<file path="src/rtl/counter_ctrl_pkg.sv">
// Shared types and default widths for the counter_ctrl timer/sequencer.
// The COUNTER_CTRL_PRESCALER_EN build also uses DEF_PRESCALE_WIDTH.
package counter_ctrl_pkg;

  localparam int unsigned DEF_WIDTH          = 16;
  localparam int unsigned DEF_PRESCALE_WIDTH = 8;

  typedef enum logic [1:0] {
    IDLE = 2'd0,
    RUN  = 2'd1,
    DONE = 2'd2
  } state_t;

  typedef enum logic {
    ONE_SHOT = 1'b0,
    PERIODIC = 1'b1
  } mode_t;

endpackage

</file>
<file path="src/rtl/counter_ctrl_if.sv">
// Config/control/status bundle between a register block and counter_ctrl.
// cfg_prescale exists only when COUNTER_CTRL_PRESCALER_EN is defined.
interface counter_ctrl_if
  import counter_ctrl_pkg::*;
#(
  parameter int unsigned WIDTH = DEF_WIDTH
`ifdef COUNTER_CTRL_PRESCALER_EN
  , parameter int unsigned PRESCALE_WIDTH = DEF_PRESCALE_WIDTH
`endif
);

  logic [WIDTH-1:0] cfg_period;
  logic             cfg_mode;
  logic             start;
  logic             stop;
  logic             hold;
  logic             busy;
  logic [WIDTH-1:0] cnt;
  logic             tick;
  logic             done;
`ifdef COUNTER_CTRL_PRESCALER_EN
  logic [PRESCALE_WIDTH-1:0] cfg_prescale;
`endif

`ifdef COUNTER_CTRL_PRESCALER_EN
  modport master (output cfg_period, cfg_mode, cfg_prescale, start, stop, hold,
                  input  busy, cnt, tick, done);
  modport slave  (input  cfg_period, cfg_mode, cfg_prescale, start, stop, hold,
                  output busy, cnt, tick, done);
`else
  modport master (output cfg_period, cfg_mode, start, stop, hold,
                  input  busy, cnt, tick, done);
  modport slave  (input  cfg_period, cfg_mode, start, stop, hold,
                  output busy, cnt, tick, done);
`endif

endinterface

</file>
<file path="src/rtl/counter_ctrl_prescaler.sv">
// Step-rate divider: strobe once every cfg_prescale+1 enabled cycles.
// Present only in builds with COUNTER_CTRL_PRESCALER_EN defined.
`ifdef COUNTER_CTRL_PRESCALER_EN
module counter_ctrl_prescaler
  import counter_ctrl_pkg::*;
#(
  parameter int unsigned PRESCALE_WIDTH = DEF_PRESCALE_WIDTH
) (
  input  logic                      clk,
  input  logic                      rst,
  input  logic                      clr,
  input  logic                      ena,
  input  logic [PRESCALE_WIDTH-1:0] cfg_prescale,
  output logic                      strobe
);

  logic [PRESCALE_WIDTH-1:0] pre_q;

  assign strobe = ena && (pre_q == cfg_prescale);

  // Divider holds its phase while disabled; only clr restarts it.
  always_ff @(posedge clk or posedge rst) begin
    if (rst) begin
      pre_q <= '0;
    end else if (clr) begin
      pre_q <= '0;
    end else if (ena) begin
      pre_q <= strobe ? '0 : pre_q + PRESCALE_WIDTH'(1);
    end
  end

endmodule
`endif

</file>
<file path="src/rtl/counter_ctrl.sv">
// Programmable one-shot/periodic timer with hold, stop and a registered tick.
// Optional step prescaler enabled by COUNTER_CTRL_PRESCALER_EN.
module counter_ctrl
  import counter_ctrl_pkg::*;
#(
  parameter int unsigned WIDTH = DEF_WIDTH
`ifdef COUNTER_CTRL_PRESCALER_EN
  , parameter int unsigned PRESCALE_WIDTH = DEF_PRESCALE_WIDTH
`endif
) (
  input logic           clk,
  input logic           rst,
  counter_ctrl_if.slave bus
);

  localparam logic [1:0] ST_IDLE = IDLE;
  localparam logic [1:0] ST_RUN  = RUN;
  localparam logic [1:0] ST_DONE = DONE;

  logic [1:0]       state_q, state_d;
  logic [WIDTH-1:0] cnt_q, cnt_d;
  logic [WIDTH-1:0] period_q, period_d;
  mode_t            mode_q, mode_d;
  logic             tick_q, tick_d;
  logic             done_q, done_d;
  logic             busy_q, busy_d;
  logic             run_c, strobe_c, step_c, term_c;

  assign run_c  = (state_q == ST_RUN) && !bus.hold;
  assign step_c = run_c && strobe_c;
  assign term_c = step_c && (cnt_q == period_q);

`ifdef COUNTER_CTRL_PRESCALER_EN
  logic [PRESCALE_WIDTH-1:0] prescale_q;

  // Divide ratio is captured once per run, at start.
  always_ff @(posedge clk or posedge rst) begin
    if (rst) begin
      prescale_q <= '0;
    end else if (bus.start && !bus.stop) begin
      prescale_q <= bus.cfg_prescale;
    end
  end

  counter_ctrl_prescaler #(
    .PRESCALE_WIDTH(PRESCALE_WIDTH)
  ) u_prescaler (
    .clk          (clk),
    .rst          (rst),
    .clr          (bus.start || bus.stop),
    .ena          (run_c),
    .cfg_prescale (prescale_q),
    .strobe       (strobe_c)
  );
`else
  assign strobe_c = 1'b1;
`endif

  // Next state/outputs; stop beats start beats terminal count beats step.
  always_comb begin
    state_d  = state_q;
    cnt_d    = cnt_q;
    period_d = period_q;
    mode_d   = mode_q;
    tick_d   = 1'b0;
    done_d   = done_q;
    busy_d   = 1'b0;
    if (bus.stop) begin
      state_d = ST_IDLE;
      cnt_d   = '0;
      done_d  = 1'b0;
    end else if (bus.start) begin
      state_d  = ST_RUN;
      cnt_d    = '0;
      done_d   = 1'b0;
      period_d = bus.cfg_period;
      mode_d   = mode_t'(bus.cfg_mode);
    end else if (term_c) begin
      cnt_d  = '0;
      tick_d = 1'b1;
      if (mode_q == PERIODIC) begin
        period_d = bus.cfg_period;
        mode_d   = mode_t'(bus.cfg_mode);
      end else begin
        state_d = ST_DONE;
        done_d  = 1'b1;
      end
    end else if (step_c) begin
      cnt_d = cnt_q + WIDTH'(1);
    end
    busy_d = (state_d == ST_RUN);
  end

  always_ff @(posedge clk or posedge rst) begin
    if (rst) begin
      state_q  <= ST_IDLE;
      cnt_q    <= '0;
      period_q <= '0;
      mode_q   <= ONE_SHOT;
      tick_q   <= 1'b0;
      done_q   <= 1'b0;
      busy_q   <= 1'b0;
    end else begin
      state_q  <= state_d;
      cnt_q    <= cnt_d;
      period_q <= period_d;
      mode_q   <= mode_d;
      tick_q   <= tick_d;
      done_q   <= done_d;
      busy_q   <= busy_d;
    end
  end

  assign bus.cnt  = cnt_q;
  assign bus.tick = tick_q;
  assign bus.done = done_q;
  assign bus.busy = busy_q;

endmodule

</file>
<file path="src/flat_wrapper.sv">
// flat-port wrapper written by rule: the top's interface ports become plain ports
module counter_ctrl_flat import counter_ctrl_pkg::*;
#(
  parameter int unsigned WIDTH = DEF_WIDTH

)
  (clk, rst, bus_cfg_period, bus_cfg_mode, bus_start, bus_stop, bus_hold, bus_busy, bus_cnt, bus_tick, bus_done);
  counter_ctrl_if #(.WIDTH(WIDTH)) bus_i ();
  input logic clk;
  input logic rst;
  input wire logic [$bits(bus_i.cfg_period)-1:0] bus_cfg_period;
  input wire logic [$bits(bus_i.cfg_mode)-1:0] bus_cfg_mode;
  input wire logic [$bits(bus_i.start)-1:0] bus_start;
  input wire logic [$bits(bus_i.stop)-1:0] bus_stop;
  input wire logic [$bits(bus_i.hold)-1:0] bus_hold;
  output wire logic [$bits(bus_i.busy)-1:0] bus_busy;
  output wire logic [$bits(bus_i.cnt)-1:0] bus_cnt;
  output wire logic [$bits(bus_i.tick)-1:0] bus_tick;
  output wire logic [$bits(bus_i.done)-1:0] bus_done;
  assign bus_i.cfg_period = bus_cfg_period;
  assign bus_i.cfg_mode = bus_cfg_mode;
  assign bus_i.start = bus_start;
  assign bus_i.stop = bus_stop;
  assign bus_i.hold = bus_hold;
  assign bus_busy = bus_i.busy;
  assign bus_cnt = bus_i.cnt;
  assign bus_tick = bus_i.tick;
  assign bus_done = bus_i.done;
  counter_ctrl #(.WIDTH(WIDTH)) u_core (.clk(clk), .rst(rst), .bus(bus_i));
endmodule
</file>
<file path="config.mk">
export PLATFORM = sky130hd
export DESIGN_NAME = counter_ctrl_flat
export DESIGN_NICKNAME = d
export VERILOG_FILES = /design/src/rtl/counter_ctrl_pkg.sv /design/src/rtl/counter_ctrl_if.sv /design/src/rtl/counter_ctrl_prescaler.sv /design/src/rtl/counter_ctrl.sv /design/src/flat_wrapper.sv
export SDC_FILE = /design/constraint.sdc
export NUM_CORES = 1
export LEC_CHECK = 0
export ABC_CLOCK_PERIOD_IN_PS = 2850
export BUFFER_PORTS_ARGS = -buffer_cell sky130_fd_sc_hd__buf_2
export CAP_MARGIN = 30
export CELL_PAD_IN_SITES_DETAIL_PLACEMENT = 1
export CELL_PAD_IN_SITES_GLOBAL_PLACEMENT = 1
export CORE_ASPECT_RATIO = 0.9
export CORE_MARGIN = 3
export CORE_UTILIZATION = 43
export CTS_BUF_LIST = sky130_fd_sc_hd__clkbuf_4 sky130_fd_sc_hd__clkbuf_8
export CTS_CLUSTER_DIAMETER = 200
export DETAILED_ROUTE_END_ITERATION = 6
export PLACE_DENSITY = 0.78
export REMOVE_ABC_BUFFERS = 1
export SYNTH_ARGS = -nofsm -noshare
export SYNTH_HDL_FRONTEND = slang
export SYNTH_SLANG_ARGS = --single-unit
</file>
<file path="constraint.sdc">
create_clock -name clk -period 2.85 [get_ports clk]
set_input_delay 0.285 -clock clk [delete_from_list [all_inputs] [get_ports clk]]
set_output_delay 0.285 -clock clk [all_outputs]
set_load 0.01 [all_outputs]
</file>
[Word level (Yosys, flattened, before mapping)]
Index checks and enable logic that the tools add are counted.
Cells by class
  eq/ne operators: 4
  shifts and indexed selects: 0
  multiply operators: 0
  bitwise gates (word level): 1
  add/subtract/negate cells: 1
  mux-type cells: 21
  divide/modulo/power cells: 0
  order comparisons: 0
  reduce and logical (&&, ||, !) cells: 10
Operator list (count)
  2-to-1 mux 16 bit: 7
  adder 16 x 1 -> 16 bit (second input constant): 1
  == test 16 bit: 1
  2-to-1 mux 1 bit: 10
  2-to-1 mux 2 bit: 4
  == test 2 x 1 -> 1 bit (second input constant): 2
  AND reduction 2 bit: 2
  nonzero test 2 bit: 2
  nonzero test 4 bit: 1
  != test 3 bit (second input constant): 1
  AND reduction 3 bit: 1
  nonzero test 3 bit: 1
  logical AND 1 bit: 2
  zero test 1 bit: 1
  NOT 1 bit: 1
Word-level totals
  flip-flop bits (word level): 38
  memories: 0
  word-level logic and storage cells: 44
  bits in writable memories: 0
  output and inout bits: 19
  latch bits: 0
  bits in read-only memories: 0

[Depth between registers and ports, before layout]
Gate-level depths: netlist of run 1.
  depth in word-level cells: 7
  mapped depth: 7

[Worst setup path before layout of run 1]
OpenSTA, ideal clock, no wires.
  path type: register to register
  from: reg u_core.state_q[1]
  to: reg u_core.period_q[0]
  period minus slack after synthesis: 2.386 ns
  required time: 2.725 ns
  arrival: 2.261 ns
  setup time: 0.125 ns
  cell stages (with the launch flop): 7
  slack: 0.464 ns
  cell sequence: dfrtp_1 > or3b_1 > nor4_1 > nand3_1 > o41ai_4 > buf_6 > mux2_2
On the way
  cells in the longest elaborated chain, start to end: 5
Ends and longest elaborated chain
  start: declaration: RTL line counter_ctrl.sv:20  | logic [1:0] state_q, state_d;
  start signal: assignment: RTL line counter_ctrl.sv:104  | state_q <= state_d;
  == test 2 x 1 -> 1 bit: RTL line counter_ctrl.sv:29  | assign run_c = (state_q == ST_RUN) && !bus.hold;
  logical AND 1 bit: RTL line counter_ctrl.sv:29
  logical AND 1 bit: RTL line counter_ctrl.sv:31  | assign term_c = step_c && (cnt_q == period_q);
  nonzero test 2 bit (no line)
  AND reduction 3 bit (no line)
  end signal: assignment: RTL line counter_ctrl.sv:106  | period_q <= period_d;
  end: declaration: RTL line counter_ctrl.sv:22  | logic [WIDTH-1:0] period_q, period_d;
No other way between the ends.
A chain may end at the register's enable or synchronous reset.

[Worst setup path in the final report of run 1]
  from: reg u_core.state_q[1]
  to: reg u_core.period_q[12]
Same word-level chain as after synthesis.

==> impl_metrics.json, run 1 <==
{
  "run_status": "finished, final reports clean",
  "clockRootBuffer": "clkbuf_8",
  "path_cells": "or3b_1 > nor4_1 > nand3_1 > o41ai_4 > buf_4 > mux2_2",
  "drc": 0,
  "die_area_sq_um": 5083,
  "grt_antenna_before_repair": 0,
  "max_stage_delay_ps": 420,
  "syn_area_sq_um": 1833,
  "syn_to_final_growth_pct": 20.07,
  "hp-class": "input pin to async pin",
  "cts_resized": 0,
  "vias": 1398,
  "startpoint_type": "register",
  "power_density_nw_per_um2": 500.9,
  "multi_input_area_sq_um": 848.3,
  "post-cts-setup-buffers": 0,
  "ant_nets": 0,
  "worstSetupPathType": "register to register",
  "wirelength_um": 4575,
  "drt-initial-drc-count": 86,
  "cp.buffers_inverters": 1,
  "setup_viol": 0,
  "io_buffer_count": 40,
  "clk_pin_slew_worst_paths_ps": 70,
  "max_slew_margin_pct": 66.46,
  "final_common_cell": "buf_2",
  "grt_start_max_net_pins": 39,
  "register_area_sq_um": 950.9,
  "cp_top_family": "simple AND/OR/NAND/NOR gates",
  "synth_cell_types": 29,
  "first_pass_iters": 3,
  "rows": 21,
  "peakVddDrop_v": 0.0002666,
  "fin_nets": 237,
  "clock-sinks": 38,
  "most-common-layout-cells": "buf_2 (40), dfrtp_1 (38), nor2_1 (23), xor2_1 (20), mux2_2 (16)",
  "clock_skew_ps": 5.026,
  "critPathCaptureType": "register",
  "cts_buffers": 5,
  "io-pin-count": 41,
  "p_leak_nw": 1.030,
  "core-area_sq_um": 3915,
  "rsz0062_at_grt": "false",
  "synth_cells": 164,
  "initial_core_util_pct": 46.82,
  "hold_viol": 0,
  "clk_path_buf_depth": 2,
  "place_area_sq_um": 2117,
  "routedWlPerCell_um": 17.60,
  "crit_arrival_ps": 2730,
  "routed_via_density": 5.377,
  "yosys_warnings": 0,
  "post-route-period-util_pct": 89.80,
  "hpwl_um": 3512,
  "design_area_sq_um": 2201,
  "grt.overflow.total": 0,
  "cpMaxStageDelayCell": "or3b_1",
  "drive_gt1_share_pct": 33.64,
  "cap_violations": 0,
  "worst_ep_required_time_ps": 3020,
  "finalCriticalPeriod_ps": 2559,
  "holdBufCountCts": 0,
  "cts_tree": "built",
  "diodes": 0,
  "slew_viol_final": 0,
  "die_h_um": 67.94,
  "insertion_delay_ps": 290,
  "ys_ff_latch": 38,
  "die_w_um": 74.82,
  "final.fill_count": 465,
  "gp_congestion": 0.8705,
  "crit_path_max_fanout": 10,
  "worst_pin_slew_ps": 500.9,
  "fin_tns_setup_ps": 0,
  "grt_pass1_wl_um": 7790,
  "gr-usage-all-layers_pct": 21.01,
  "synth-seq-area-share_pct": 51.88,
  "synth_area_per_cell_sq_um": 11.18,
  "grt_pass1_vias": 1534,
  "fmax_mhz": 390.7,
  "h-tree-depth": 2
}
==> logic make-up (layout without fill, tap and decap cells) <==
| group | Yosys count | in the layout | synth area share (%) |
|---|---|---|---|
| AO/OA/AOI/OAI | 12 | 12 | 5.529 |
| adder cells (fa/ha/maj) | 1 | 1 | 0.6825 |
| multiplexers | 16 | 16 | 9.829 |
| flip-flops | 38 | 38 | 51.88 |
| buffers and inverters | 7 | 57 | 1.843 |
| AND/OR/NAND/NOR | 59 | 59 | 15.43 |
| XOR/XNOR | 31 | 31 | 14.81 |
==> power by group <==
group	switching, W	internal, W
clock network	0.000180	0.000187
logic	0.0000605	0.0000679
registers	0.0000283	0.000578
==> worst paths after layout <==
kind	from	to	slack (ps)	cells past startpoint
max reg2reg	u_core.state_q[1]	u_core.period_q[12]	290	6
min in group clk	bus_cfg_period[14]	u_core.period_q[14]	230	2
min	rst	u_core.bus.cnt[8]	110	3
max in group asynchronous	rst	u_core.state_q[0]	2410	3
max	u_core.state_q[1]	u_core.period_q[12]	290	6
min reg2reg	u_core.bus.done	u_core.bus.done	510	1
==> worst reg2reg max path, stage by stage (launching register included) <==
cell and delay [ps]:
dfrtp_1 410, or3b_1 420, nor4_1 340, nand3_1 280
o41ai_4 380, buf_4 250, mux2_2 360
==> Yosys cell counts <==
cell | count | area [sq um]
o21ai_0 | 2 | 10.01
nor3b_2 | 1 | 12.51
nand4_1 | 3 | 18.77
or3b_1 | 1 | 8.760
and3_1 | 1 | 6.260
nor2_1 | 23 | 86.33
xor2_1 | 20 | 175.2
xnor2_1 | 11 | 96.34
o21a_1 | 2 | 15.01
o31ai_1 | 1 | 7.510
a2111oi_0 | 1 | 8.760
o22ai_1 | 1 | 6.260
ha_1 | 1 | 12.51
nand3_1 | 7 | 35.03
o21ai_1 | 1 | 5.000
o41ai_4 | 1 | 27.53
dfrtp_1 | 38 | 950.9
inv_1 | 4 | 15.01
a22o_1 | 1 | 8.760
or2_2 | 1 | 6.260
nand2_1 | 9 | 33.78
mux2_2 | 16 | 180.2
buf_6 | 1 | 11.26
nand2b_1 | 2 | 12.51
nor3_1 | 5 | 25.02
nor4_1 | 6 | 37.54
clkbuf_1 | 2 | 7.510
o211ai_1 | 1 | 7.510
a21oi_1 | 1 | 5.000
==> area by class of cell <==
cell class	instances	area share [%]
clock buffers	7	3.809
inverters	4	0.6822
multi-input cells	119	38.54
flip-flops and latches	38	43.21
well taps	46	2.615
repair buffers	46	11.14
==> registers in the layout, indices dropped and copies added, names as in the netlist <==
register,count
u_core.bus.busy,1
u_core.bus.cnt,16
u_core.bus.done,1
u_core.bus.tick,1
u_core.mode_q,1
u_core.period_q,16
u_core.state_q,2
==> routing by layer <==
metal  GRT usage [%]  up-vias  routed length (um)
li1                -      660                   -
met1           26.95      692                2022
met2           34.02       34                2252
met3           4.552       12                 200
met4           9.333        0                  99
met5               0        -                   0
==> through the flow <==
stage	total power (W)	utilization, %	worst slack (ps)	std cells	hold WS [ps]
6_report	0.001102	56.22	290.6	260	106.8
5_1_grt	0.001159	56.22	82.81	260	157.9
4_1_cts	0.001116	56.22	271.3	260	122.3
3_5_place_dp	0.0007480	54.07	287.7	253	432.9
3_3_place_gp	0.0007368	54.07	538.0	253	414.1
2_1_floorplan	0.0006965	-	335.5	161	436.7
Power figures use the tool's default switching activity.
==> inputs of run 2 (changes only) <==
--- a/config.mk
+++ b/config.mk
@@ -8,11 +8,9 @@
 export ABC_CLOCK_PERIOD_IN_PS = 2850
 export BUFFER_PORTS_ARGS = -buffer_cell sky130_fd_sc_hd__buf_2
 export CAP_MARGIN = 30
-export CELL_PAD_IN_SITES_DETAIL_PLACEMENT = 1
-export CELL_PAD_IN_SITES_GLOBAL_PLACEMENT = 1
 export CORE_ASPECT_RATIO = 0.9
 export CORE_MARGIN = 3
-export CORE_UTILIZATION = 43
+export CORE_UTILIZATION = 55
 export CTS_BUF_LIST = sky130_fd_sc_hd__clkbuf_4 sky130_fd_sc_hd__clkbuf_8
 export CTS_CLUSTER_DIAMETER = 200
 export DETAILED_ROUTE_END_ITERATION = 6
==> run 2 against run 1 <==
Effect of this change:
- sequential cell count unchanged
- setup slack better by 52 ps
- via count down 1.3%
- fmax up 2.1%
- sequential power about the same
- sequential share of layout area up 0.25 points
- die area down 20%
- highest routed layer unchanged
==> impl_metrics.json, run 2 (same netlist as run 1, synthesis figures left out) <==
{
  "run_status": "finished, final reports clean",
  "fin_tns_setup_ps": 0,
  "power_frac_comb_pct": 11.8,
  "dp.cells": 248,
  "fin_nets": 236,
  "worstSetupPathType": "register to register",
  "hp-class": "input pin to async pin",
  "grt_start_max_net_pins": 39,
  "grt_pass1_wl_um": 6430,
  "most-common-layout-cells": "buf_2 (40), dfrtp_1 (38), nor2_1 (23), xor2_1 (20), mux2_2 (16)",
  "io_buffer_count": 40,
  "startpoint_type": "register",
  "r2r-end": "u_core.period_q[15]",
  "hpwl_um": 3012,
  "endpoint": "u_core.period_q[15]",
  "fmax_mhz": 398.8,
  "met3_usage_pct": 7.593,
  "seqPwrFrac_pct": 55.3,
  "worst_pin_slew_ps": 509.7,
  "r2r_setup_slack_ps": 340,
  "final_common_cell": "buf_2",
  "syn_to_final_growth_pct": 19.39,
  "post-cts-setup-buffers": 0,
  "core-area_sq_um": 3114,
  "clock-sinks": 38,
  "final.fill_count": 243,
  "setup.worst_path.start": "u_core.state_q[1]",
  "clockRootBuffer": "clkbuf_8",
  "p_leak_nw": 1.025,
  "rows": 19,
  "holdBufCountCts": 0,
  "clock_skew_ps": 7.375,
  "ant_nets": 0,
  "insertion_delay_ps": 290,
  "grt_busiest_layer": "met2",
  "critPathCaptureType": "register",
  "grt_antenna_before_repair": 0,
  "switchingPower_w": 0.0002623,
  "die_h_um": 60.77,
  "intPower_w": 0.0008332,
  "design_area_sq_um": 2188,
  "peakVddDrop_v": 0.0003413,
  "drt-initial-drc-count": 82,
  "rr_worst_depth": 6,
  "clk_pin_slew_worst_paths_ps": 70,
  "wirelength_um": 4003,
  "rsz0062_at_grt": "false",
  "worst_ep_required_time_ps": 3030,
  "power_density_nw_per_um2": 500.6,
  "gp_congestion": 0.7912,
  "routedWlPerCell_um": 15.70,
  "post-route-period-util_pct": 87.98,
  "grt_pass1_vias": 1400,
  "netSwitchingFraction_pct": 23.94,
  "die_area_sq_um": 4062,
  "h-tree-depth": 2,
  "vias": 1380,
  "hold_viol": 0,
  "drc": 0,
  "clk_path_buf_depth": 2,
  "routed_via_density": 5.412,
  "io-pin-count": 41,
  "grt.overflow.total": 0,
  "first_pass_iters": 4,
  "gr-usage-all-layers_pct": 21.97,
  "clockPowerShare_pct": 32.9,
  "slew_viol_final": 0,
  "max_slew_margin_pct": 65.87,
  "setup_viol": 0,
  "fin_cells": 255,
  "diodes": 0,
  "cts_buffers": 5,
  "initial_core_util_pct": 58.86,
  "finalCriticalPeriod_ps": 2507,
  "crit_path_max_fanout": 16,
  "rr_startpoint": "u_core.state_q[1]",
  "die_w_um": 66.85,
  "cts_tree": "built",
  "place_area_sq_um": 2105,
  "crit_arrival_ps": 2690,
  "cap_violations": 0,
  "met2_usage_pct": 37.01,
  "cts_resized": 0,
  "drive_gt1_share_pct": 33.33,
  "met1_usage_pct": 26.49
}
[run 2: worst min-delay path by stage]
stage | from | end | cells after the start
after detailed placement | rst | u_core.period_q[6] | 3
after CTS | rst | u_core.period_q[1] | 3
after global routing | rst | u_core.period_q[6] | 3
after floorplan | bus_cfg_period[0] | u_core.period_q[0] | 1
final | rst | u_core.bus.cnt[13] | 3
after global placement | rst | u_core.period_q[0] | 3
[run 2: cell type report]
cell class	instances	area (sq um)	share of cell area [%]
clock buffer	7	83.83	3.831
timing repair buffer	45	237.7	10.86
tap	42	52.55	2.401
multi-input combinational	119	848.3	38.77
inverter	4	15.01	0.6861
sequential	38	950.9	43.45
[run 2: power by group through the flow]
stage	clock network [W]	registers, W	logic (W)
after CTS	0.000369	0.000606	0.000131
after global placement	0	0.000612	0.000122
final	0.000361	0.000606	0.000129
after detailed placement	0	0.000616	0.000130
after floorplan	0	0.000609	0.0000873
after global routing	0.000398	0.000610	0.000142
[run 2: per-stage QoR]
step | worst slack, ps | power (W) | hold slack, ps | utilization [%]
after floorplan | 335.5 | 0.0006965 | 436.7 | -
after global placement | 483.1 | 0.0007344 | 410.3 | 67.58
after detailed placement | 353.0 | 0.0007456 | 420.1 | 67.58
after CTS | 327.9 | 0.001106 | 101.3 | 70.27
after global routing | 214.4 | 0.001149 | 136.0 | 70.27
final | 342.6 | 0.001095 | 92.65 | 70.27
[run 2: layer usage]
metal  wire length [um]  up-vias
met3                214        7
met1               1713      683
met5                  0        -
met4                 58        0
met2               2016       34
li1                   -      656
[run 2: worst max-delay path, stage by stage (launching register included)]
cell	delay, ps
dfrtp_1	420
or3b_1	420
nor4_1	280
nand3_1	260
o41ai_4	340
buf_4	310
mux2_2	380
